`src/rtl/nubus_pkg.sv`:
```
`default_nettype none
// +----------------------------------------------------------------------+
// | nubus_pkg                                                            |
// | Shared types and constants for the NuBus master-port scheduler.      |
// | Revision: 1.0                                                        |
// +----------------------------------------------------------------------+
package nubus_pkg;

    localparam int          IDX_W     = 2;
    localparam logic [31:0] ERR_RDATA = 32'hFFFF_FFFF;

    typedef enum logic [1:0] {
        S_IDLE     = 2'd0,
        S_ISSUE    = 2'd1,
        S_GAP      = 2'd2,
        S_LOCKHOLD = 2'd3
    } state_t;

endpackage
`default_nettype wire

```
`src/rtl/nubus_rr_pick.sv`:
```
`default_nettype none
// +----------------------------------------------------------------------+
// | nubus_rr_pick                                                        |
// | Combinational round-robin pick: first valid requester at or after   |
// | rr_ptr, searching upward with wrap. Revision: 1.0                    |
// +----------------------------------------------------------------------+
module nubus_rr_pick
    import nubus_pkg::*;
#(
    parameter int NREQ = 2
) (
    input  logic [NREQ-1:0]  req_valid,
    input  logic [IDX_W-1:0] rr_ptr,
    output logic [IDX_W-1:0] grant,
    output logic             any_valid
);

    logic [IDX_W:0] cand;

    // Scan offsets from farthest to nearest so the nearest valid one wins.
    always_comb begin
        grant     = '0;
        any_valid = |req_valid;
        cand      = '0;
        for (int k = NREQ - 1; k >= 0; k--) begin
            cand = {1'b0, rr_ptr} + (IDX_W + 1)'(k);
            if (cand >= (IDX_W + 1)'(NREQ)) begin
                cand = cand - (IDX_W + 1)'(NREQ);
            end
            for (int i = 0; i < NREQ; i++) begin
                if (req_valid[i] && cand == (IDX_W + 1)'(i)) begin
                    grant = IDX_W'(i);
                end
            end
        end
    end

endmodule
`default_nettype wire

```
`src/rtl/nubus_master_sched.sv`:
```
`default_nettype none
// +----------------------------------------------------------------------+
// | nubus_master_sched                                                   |
// | Round-robin sharing of the NuBus controller master port between      |
// | NREQ requesters, with locked sequences and a watchdog. Revision: 1.0 |
// +----------------------------------------------------------------------+
module nubus_master_sched
    import nubus_pkg::*;
#(
    parameter int NREQ  = 2,
    parameter int WDT_W = 10
) (
    input  logic                 nub_clk,
    input  logic                 nub_reset,
    input  logic [NREQ-1:0]      req_valid,
    input  logic [32*NREQ-1:0]   req_addr,
    input  logic [32*NREQ-1:0]   req_wdata,
    input  logic [4*NREQ-1:0]    req_write,
    input  logic [NREQ-1:0]      req_lock,
    output logic [NREQ-1:0]      req_ready,
    output logic                 req_err,
    output logic [31:0]          req_rdata,
    output logic                 cpu_valid,
    output logic [31:0]          cpu_addr,
    output logic [31:0]          cpu_wdata,
    output logic [3:0]           cpu_write,
    output logic                 cpu_lock,
    input  logic                 cpu_ready,
    input  logic [31:0]          cpu_rdata,
    output logic [1:0]           owner
);

    state_t             r_state;
    logic [WDT_W-1:0]   r_wdt;
    logic [IDX_W-1:0]   r_rr_ptr;
    logic               r_abort;

    logic [IDX_W-1:0]   w_grant;
    logic               w_any;
    logic [IDX_W-1:0]   w_sel;
    logic               w_sel_valid;
    logic               w_sel_lock;
    logic [31:0]        w_sel_addr;
    logic [31:0]        w_sel_wdata;
    logic [3:0]         w_sel_write;
    logic [IDX_W-1:0]   w_next_ptr;
    logic [NREQ-1:0]    w_owner_hot;

    nubus_rr_pick #(
        .NREQ (NREQ)
    ) u_pick (
        .req_valid (req_valid),
        .rr_ptr    (r_rr_ptr),
        .grant     (w_grant),
        .any_valid (w_any)
    );

    // While a lock is held only the owner may be relatched.
    assign w_sel       = (r_state == S_LOCKHOLD) ? owner : w_grant;
    assign w_next_ptr  = (owner == IDX_W'(NREQ - 1)) ? '0 : owner + IDX_W'(1);
    assign w_owner_hot = NREQ'(4'b0001 << owner);

    always_comb begin
        w_sel_valid = 1'b0;
        w_sel_lock  = 1'b0;
        w_sel_addr  = '0;
        w_sel_wdata = '0;
        w_sel_write = '0;
        for (int i = 0; i < NREQ; i++) begin
            if (w_sel == IDX_W'(i)) begin
                w_sel_valid = req_valid[i];
                w_sel_lock  = req_lock[i];
                w_sel_addr  = req_addr[32*i +: 32];
                w_sel_wdata = req_wdata[32*i +: 32];
                w_sel_write = req_write[4*i +: 4];
            end
        end
    end

    always_ff @(posedge nub_clk or posedge nub_reset) begin
        if (nub_reset) begin
            r_state   <= S_IDLE;
            r_wdt     <= '0;
            r_rr_ptr  <= '0;
            r_abort   <= 1'b0;
            owner     <= '0;
            cpu_valid <= 1'b0;
            cpu_addr  <= '0;
            cpu_wdata <= '0;
            cpu_write <= '0;
            cpu_lock  <= 1'b0;
            req_ready <= '0;
            req_err   <= 1'b0;
            req_rdata <= '0;
        end else begin
            req_ready <= '0;
            req_err   <= 1'b0;
            case (r_state)
                S_IDLE: begin
                    if (w_any) begin
                        owner     <= w_grant;
                        cpu_addr  <= w_sel_addr;
                        cpu_wdata <= w_sel_wdata;
                        cpu_write <= w_sel_write;
                        cpu_lock  <= w_sel_lock;
                        cpu_valid <= 1'b1;
                        r_wdt     <= '0;
                        r_state   <= S_ISSUE;
                    end
                end
                S_ISSUE: begin
                    r_wdt <= r_wdt + WDT_W'(1);
                    // A real acknowledge takes priority over a coincident timeout.
                    if (cpu_ready) begin
                        req_rdata <= cpu_rdata;
                        req_ready <= w_owner_hot;
                        r_abort   <= 1'b0;
                        cpu_valid <= 1'b0;
                        r_state   <= S_GAP;
                    end else if (&r_wdt) begin
                        req_rdata <= ERR_RDATA;
                        req_ready <= w_owner_hot;
                        req_err   <= 1'b1;
                        r_abort   <= 1'b1;
                        cpu_valid <= 1'b0;
                        r_state   <= S_GAP;
                    end
                end
                S_GAP: begin
                    if (cpu_lock && !r_abort) begin
                        r_state <= S_LOCKHOLD;
                    end else begin
                        r_rr_ptr <= w_next_ptr;
                        cpu_lock <= 1'b0;
                        r_state  <= S_IDLE;
                    end
                end
                S_LOCKHOLD: begin
                    if (w_sel_valid) begin
                        cpu_addr  <= w_sel_addr;
                        cpu_wdata <= w_sel_wdata;
                        cpu_write <= w_sel_write;
                        cpu_lock  <= w_sel_lock;
                        cpu_valid <= 1'b1;
                        r_wdt     <= '0;
                        r_state   <= S_ISSUE;
                    end else if (!w_sel_lock) begin
                        r_rr_ptr <= w_next_ptr;
                        cpu_lock <= 1'b0;
                        r_state  <= S_IDLE;
                    end
                end
                default: r_state <= S_IDLE;
            endcase
        end
    end

endmodule
`default_nettype wire
```
`config.mk`:
```
export PLATFORM = sky130hd
export DESIGN_NAME = nubus_master_sched
export DESIGN_NICKNAME = d
export VERILOG_FILES = /design/src/rtl/nubus_pkg.sv /design/src/rtl/nubus_rr_pick.sv /design/src/rtl/nubus_master_sched.sv
export SDC_FILE = /design/constraint.sdc
export NUM_CORES = 1
export LEC_CHECK = 0
export CAP_MARGIN = 20
export CORE_ASPECT_RATIO = 0.5
export CORE_MARGIN = 1
export CORE_UTILIZATION = 40
export DETAILED_ROUTE_END_ITERATION = 8
export PLACE_DENSITY = 0.8
export SYNTH_ARGS = -nofsm -noshare
export SYNTH_HDL_FRONTEND = slang
export SYNTH_SLANG_ARGS = --single-unit
```
`constraint.sdc`:
```
create_clock -name nub_clk -period 11.9 [get_ports nub_clk]
set_input_delay 1.785 -clock nub_clk [delete_from_list [all_inputs] [get_ports nub_clk]]
set_output_delay 1.785 -clock nub_clk [all_outputs]
set_load 0.1 [all_outputs]
```
Word level (Yosys, flattened, before mapping)
Cells that the tools add are included.

Bits in registers: 122. Input bits: 175. Logic and storage cells: 118.

Add/sub/neg operators: 5. Magnitude comparators: 2. Equality and inequality tests: 14. Shift-type cells: 1. Mux-type cells: 60. Reductions and logical operators: 23.

Operators by type and width (number): $mux W32 (10); $pmux W32 S2 (2); $pmux W10 S3 (1); $mux W2 (14); $mux W1 (20); $mux W10 (2); $mux W4 (4); $reduce_and A4 Y1 (3); $add A10 B1 Y10 const B (1); $reduce_and A10 Y1 (1); $reduce_and A3 Y1 (3); $ne A2 B2 Y1 const B (4); $pmux W2 S4 (1); $pmux W4 S2 (1); $eq A2 B1 Y1 const B (3); $eq A3 B1 Y1 const B (2); $mux W3 (2); $ne A3 B3 Y1 const B (2); $pmux W1 S3 (2); $reduce_bool A2 Y1 (3); $reduce_bool A3 Y1 (2); $eq A2 B2 Y1 const B (2); $logic_and A1 B1 Y1 (4); $logic_not A2 Y1 (2); other kinds (13) (14).

Longest topological paths before layout
Depth in word-level cells: 15. Gate-level depth with buffers: 9. Mapped depth without buffers: 7.

Modules after synthesis
A second synthesis with hierarchy kept.

Cell total of the unflattened synthesis: 505. Area total of the unflattened synthesis: 5295.1 µm².

Modules (own cells, without submodules): nubus_master_sched (instances 1, cells each 500, area each 5266.3 µm²); nubus_rr_pick (instances 1, cells each 5, area each 28.8 µm²).

Worst setup path after synthesis
OpenSTA, ideal clock, no wires.

Path kind: in2reg. From: input port req_valid[0]. To: register cpu_wdata[10]. Arrival: 2709 ps. Slack: 9068 ps. Cell stages on the path: 7. Path buffers: 3. Cell sequence: nor2b_1 > o21ai_1 > buf_4 > buf_6 > buf_6 > mux2i_1 > a21oi_1.

Longest elaborated chain between the ends: 9. Elaborated cells on any way between the ends: 17.

Ends and longest elaborated chain: start, declared (line nubus_master_sched.sv:15) `input logic [NREQ-1:0] req_valid,`; $logic_and A1 B1 Y1 (line nubus_rr_pick.sv:31) `if (req_valid[i] && cand == (IDX_W + 1)'(i)) begin`; $mux W1 (2 in a row) (line nubus_rr_pick.sv:31); $mux W2 (line nubus_master_sched.sv:59) `assign w_sel = (r_state == S_LOCKHOLD) ? owner : w_grant;`; $logic_not A2 Y1 (line nubus_master_sched.sv:70) `if (w_sel == IDX_W'(i)) begin`; $mux W32 or $mux W1 (tied branches) (2 in a row) (line nubus_master_sched.sv:70); $mux W32 (tied with other cells) (line nubus_master_sched.sv:139) `if (w_sel_valid) begin`; $pmux W32 S2 or $reduce_and A3 Y1 (tied branches); end signal, assigned (line nubus_master_sched.sv:103) `cpu_wdata <= w_sel_wdata;`; end signal, assigned (line nubus_master_sched.sv:141) `cpu_wdata <= w_sel_wdata;`; end, declared (line nubus_master_sched.sv:25) `output logic [31:0] cpu_wdata,`.

Parallel ways exist; a longest one is shown, timed or not. The select of a mux whose other input is x is not followed. A chain may end at the register's enable or synchronous reset.

Worst setup path in the final report
From: register owner[0]. To: output port owner[0].

RTL lines: start, declared (line nubus_master_sched.sv:30) `output logic [1:0] owner`; start signal, assigned (line nubus_master_sched.sv:101) `owner <= w_grant;`.

No word-level cell between the ends.

==> results.md <==
- Final #Nets: 957
- Worst path bufs/invs: 1
- Antenna Nets Post-Route: 0
- Max stage delay cell, worst path: clkdlybuf4s50_1
- CP cell instances: clkdlybuf4s50_1
- Worst Hold Depth: 1
- Syn_nets: just under 700
- Clock Pin Slew Worst Setup and Hold Paths: roughly 60 ps
- CP Capture Type: output port
- GP Congestion: between 0.8 and 0.9
- Slew margin rel.: 29.97%
- CTS tree: built
- Clk Latency, worst-skew pair: about 400 ps
- Synth Register Bits: between 100 and 150
- Clk root buf: clkbuf_16
- Final Cycle Share: between 30% and 40%
- Die Wd: approximately 170 um
- CP top delay family: buffers and inverters
- CTS H-tree depth: 4
- Diode count: 0
- Avg Vias per Cell: 4.842
- Fmax: about 250 MHz
- Cts hold-fix bufs: 0
- Sequential-to-total area share from yosys stat: between 50 and 60%
- Max Slew Vio Count: 0
- Global-route wire length before repair: approximately 24 mm
- Core Area: 13700 um^2
- CP arrival: about 2200 ps
- Postcts setup bufs: 0
- Mean Syn Cell Area: 11.27 um^2
- Final Hold Fails: 0
- Syn Std Cell Area: 5668 um^2
- Initial antenna violation count: 0
- I/O pins: ~280
- Most used DFF post-synth: dfrtp_1
- Cells after synthesis: roughly 500
- Unrepaired setup endpoints after global routing: no
- PostCTS Resize Cnt: 0
- Worst r2r path cells: 7
- Initial DRC count: 243
- Drt drc: 0
- DIE HEIGHT: about 86 um
- Final worst path period need: ~4000 ps
- Die area: approximately 15000 um^2
- Area growth syn-to-layout: 60.60%
- DP HPWL: roughly 11 mm
- Required time worst endpoint: roughly 10000 ps
- Pin count of the biggest net entering global routing: between 70 and 80
- Total CTS buffers: 17
- Share of cells above drive strength 1: around a tenth
- Max_cap viols: 0
- Min-Delay Endpoint: req_rdata[29]
- Worst-margin pin slew: 1047 ps
- Setup TNS: 0 ps
- GRT Total Usage: around a fifth
- Min-delay src: req_rdata[29]
- CTS Buffer Depth: 2
- GRT overflow: 0
- Post-synth EDFFs: 0
- Ys async rst share: 100.0%
- Startpoint types: register
- Routed WL: 15.64 mm
- Initial Util: around 41%
- Status: complete, no violations
- Vias in the first global route: ~4800
- I/O Buffers: 280
- Commonest non-fill, non-tap cell in the layout: clkdlybuf4s50_1
- Most frequent cells in the layout: 280 x clkdlybuf4s50_1, 120 x dfrtp_1, 75 x nor2_1
- Reg-to-reg setup timing slack: between 9000 and 10000 ps
- Post-synthesis cell type count: 47
- Hold Path Class: register to register
- Reg2reg end: cpu_lock
- Critical R2R Launch: r_state[1]
- Critical path's largest stage delay: roughly 1200 ps
- Routed vias: 4740
- Synthesis Warnings: 0
- FILL cells: approximately 1100
- Setup violations, final: 0
- Kind of critical path: register to output port
- Skew final: between 10 and 15 ps
- Rows: 30
- Clock sinks: 120
- Critical-path maximum fanout: 11
- Drt pass-1 iters: 4
- Drt wl/cell: about 16 um
stage by stage:
stage | std cells | setup WS, ps | hold WS [ps] | util (%) | area, um^2
6_report | 979 | 7907 | 488.2 | 66.44 | 9102
5_1_grt | 979 | 7836 | 505.3 | 66.44 | 9102
4_1_cts | 978 | 7902 | 488.2 | 66.24 | 9075
3_5_place_dp | 947 | 7602 | 476.4 | 62.26 | 8529
3_3_place_gp | 946 | 6938 | 469.0 | 62.11 | 8509
2_1_floorplan | 503 | 6929 | 486.1 | - | 5668
kinds of logic after synthesis:
family                     after synthesis  share of synthesized area, %
and+or+nand+nor                        132                         11.72
AOI/OAI and AO/OA                      130                         15.76
DFF                                    120                         52.98
muxes                                   73                         12.94
buffers and inverters                   39                         4.834
adders and majority gates                7                         1.545
other                                    1                       0.06616
xor gates and xnor gates                 1                        0.1546
synthesized netlist by cell type, types with 2 or more instances:
cell type    n  area, um^2
a21oi_1     56       280.3
a21oi_2     20       175.2
a22o_1       4       35.03
a31oi_1      2       12.51
and3_1       2       12.51
and4_1       2       17.52
buf_2        9       45.04
buf_4        7       52.55
buf_6       12       135.1
clkbuf_1     5       18.77
dfrtp_1    120        3003
ha_1         7       87.58
inv_1        6       22.52
mux2_2       2       22.52
mux2i_1     71       710.7
nand2_1     14       52.55
nand2b_1     3       18.77
nand2b_2     2       17.52
nand3_1      6       30.03
nand3b_1     2       15.01
nor2_1      75       281.5
nor2_4       2       22.52
nor2b_1      6       37.54
nor3_1       2       10.01
nor3b_1      2       15.01
o21ai_0      8       40.04
o22a_1      33       289.0
or2_2        3       18.77
or2b_1       2       15.01
how the worst max path moves through the flow:
stage / startpoint / end / slack, ps / cells past startpoint
after global routing: owner[0] / owner[0] / 7840 / 1
after CTS: owner[0] / owner[0] / 7900 / 1
final: owner[0] / owner[0] / 7910 / 1
after detailed placement: req_valid[1] / cpu_lock / 7600 / 7
after global placement: req_valid[1] / cpu_lock / 6940 / 7
after floorplan: nub_reset / cpu_addr[0] / 6930 / 1
flip-flops by register name, summed over array words and instances, names as in the netlist:
signal and count:
cpu_valid 1, cpu_lock 1, cpu_wdata 32, r_rr_ptr 1
r_wdt 10, r_state 2, owner 1, cpu_write 4
r_abort 1, cpu_addr 32, req_ready 2, req_err 1
req_rdata 32
layout make-up:
cell class                 instances  area (um^2)  share of cell area (%)
multi-input combinational        344         2409                   26.46
tap                              192        240.2                   2.639
clock inverter                     7        43.79                  0.4811
clock buffer                      24        501.7                   5.512
sequential                       120         3003                   32.99
inverter                           6        25.02                  0.2749
timing repair buffer             286         2880                   31.64
routing by layer:
layer / vias up / share of wire [%] / global-route usage, % / routed length, um
met5: - / 0 / 0 / 0
met4: 0 / 1.6 / 7.125 / 251
met3: 19 / 5.5 / 5.571 / 864
met2: 139 / 52 / 38.64 / 8073
met1: 2251 / 41 / 24.96 / 6447
li1: 2331 / - / - / -
Power is not shown: default switching activity piles up to over one toggle a cycle in this logic, so the estimate is an artifact.
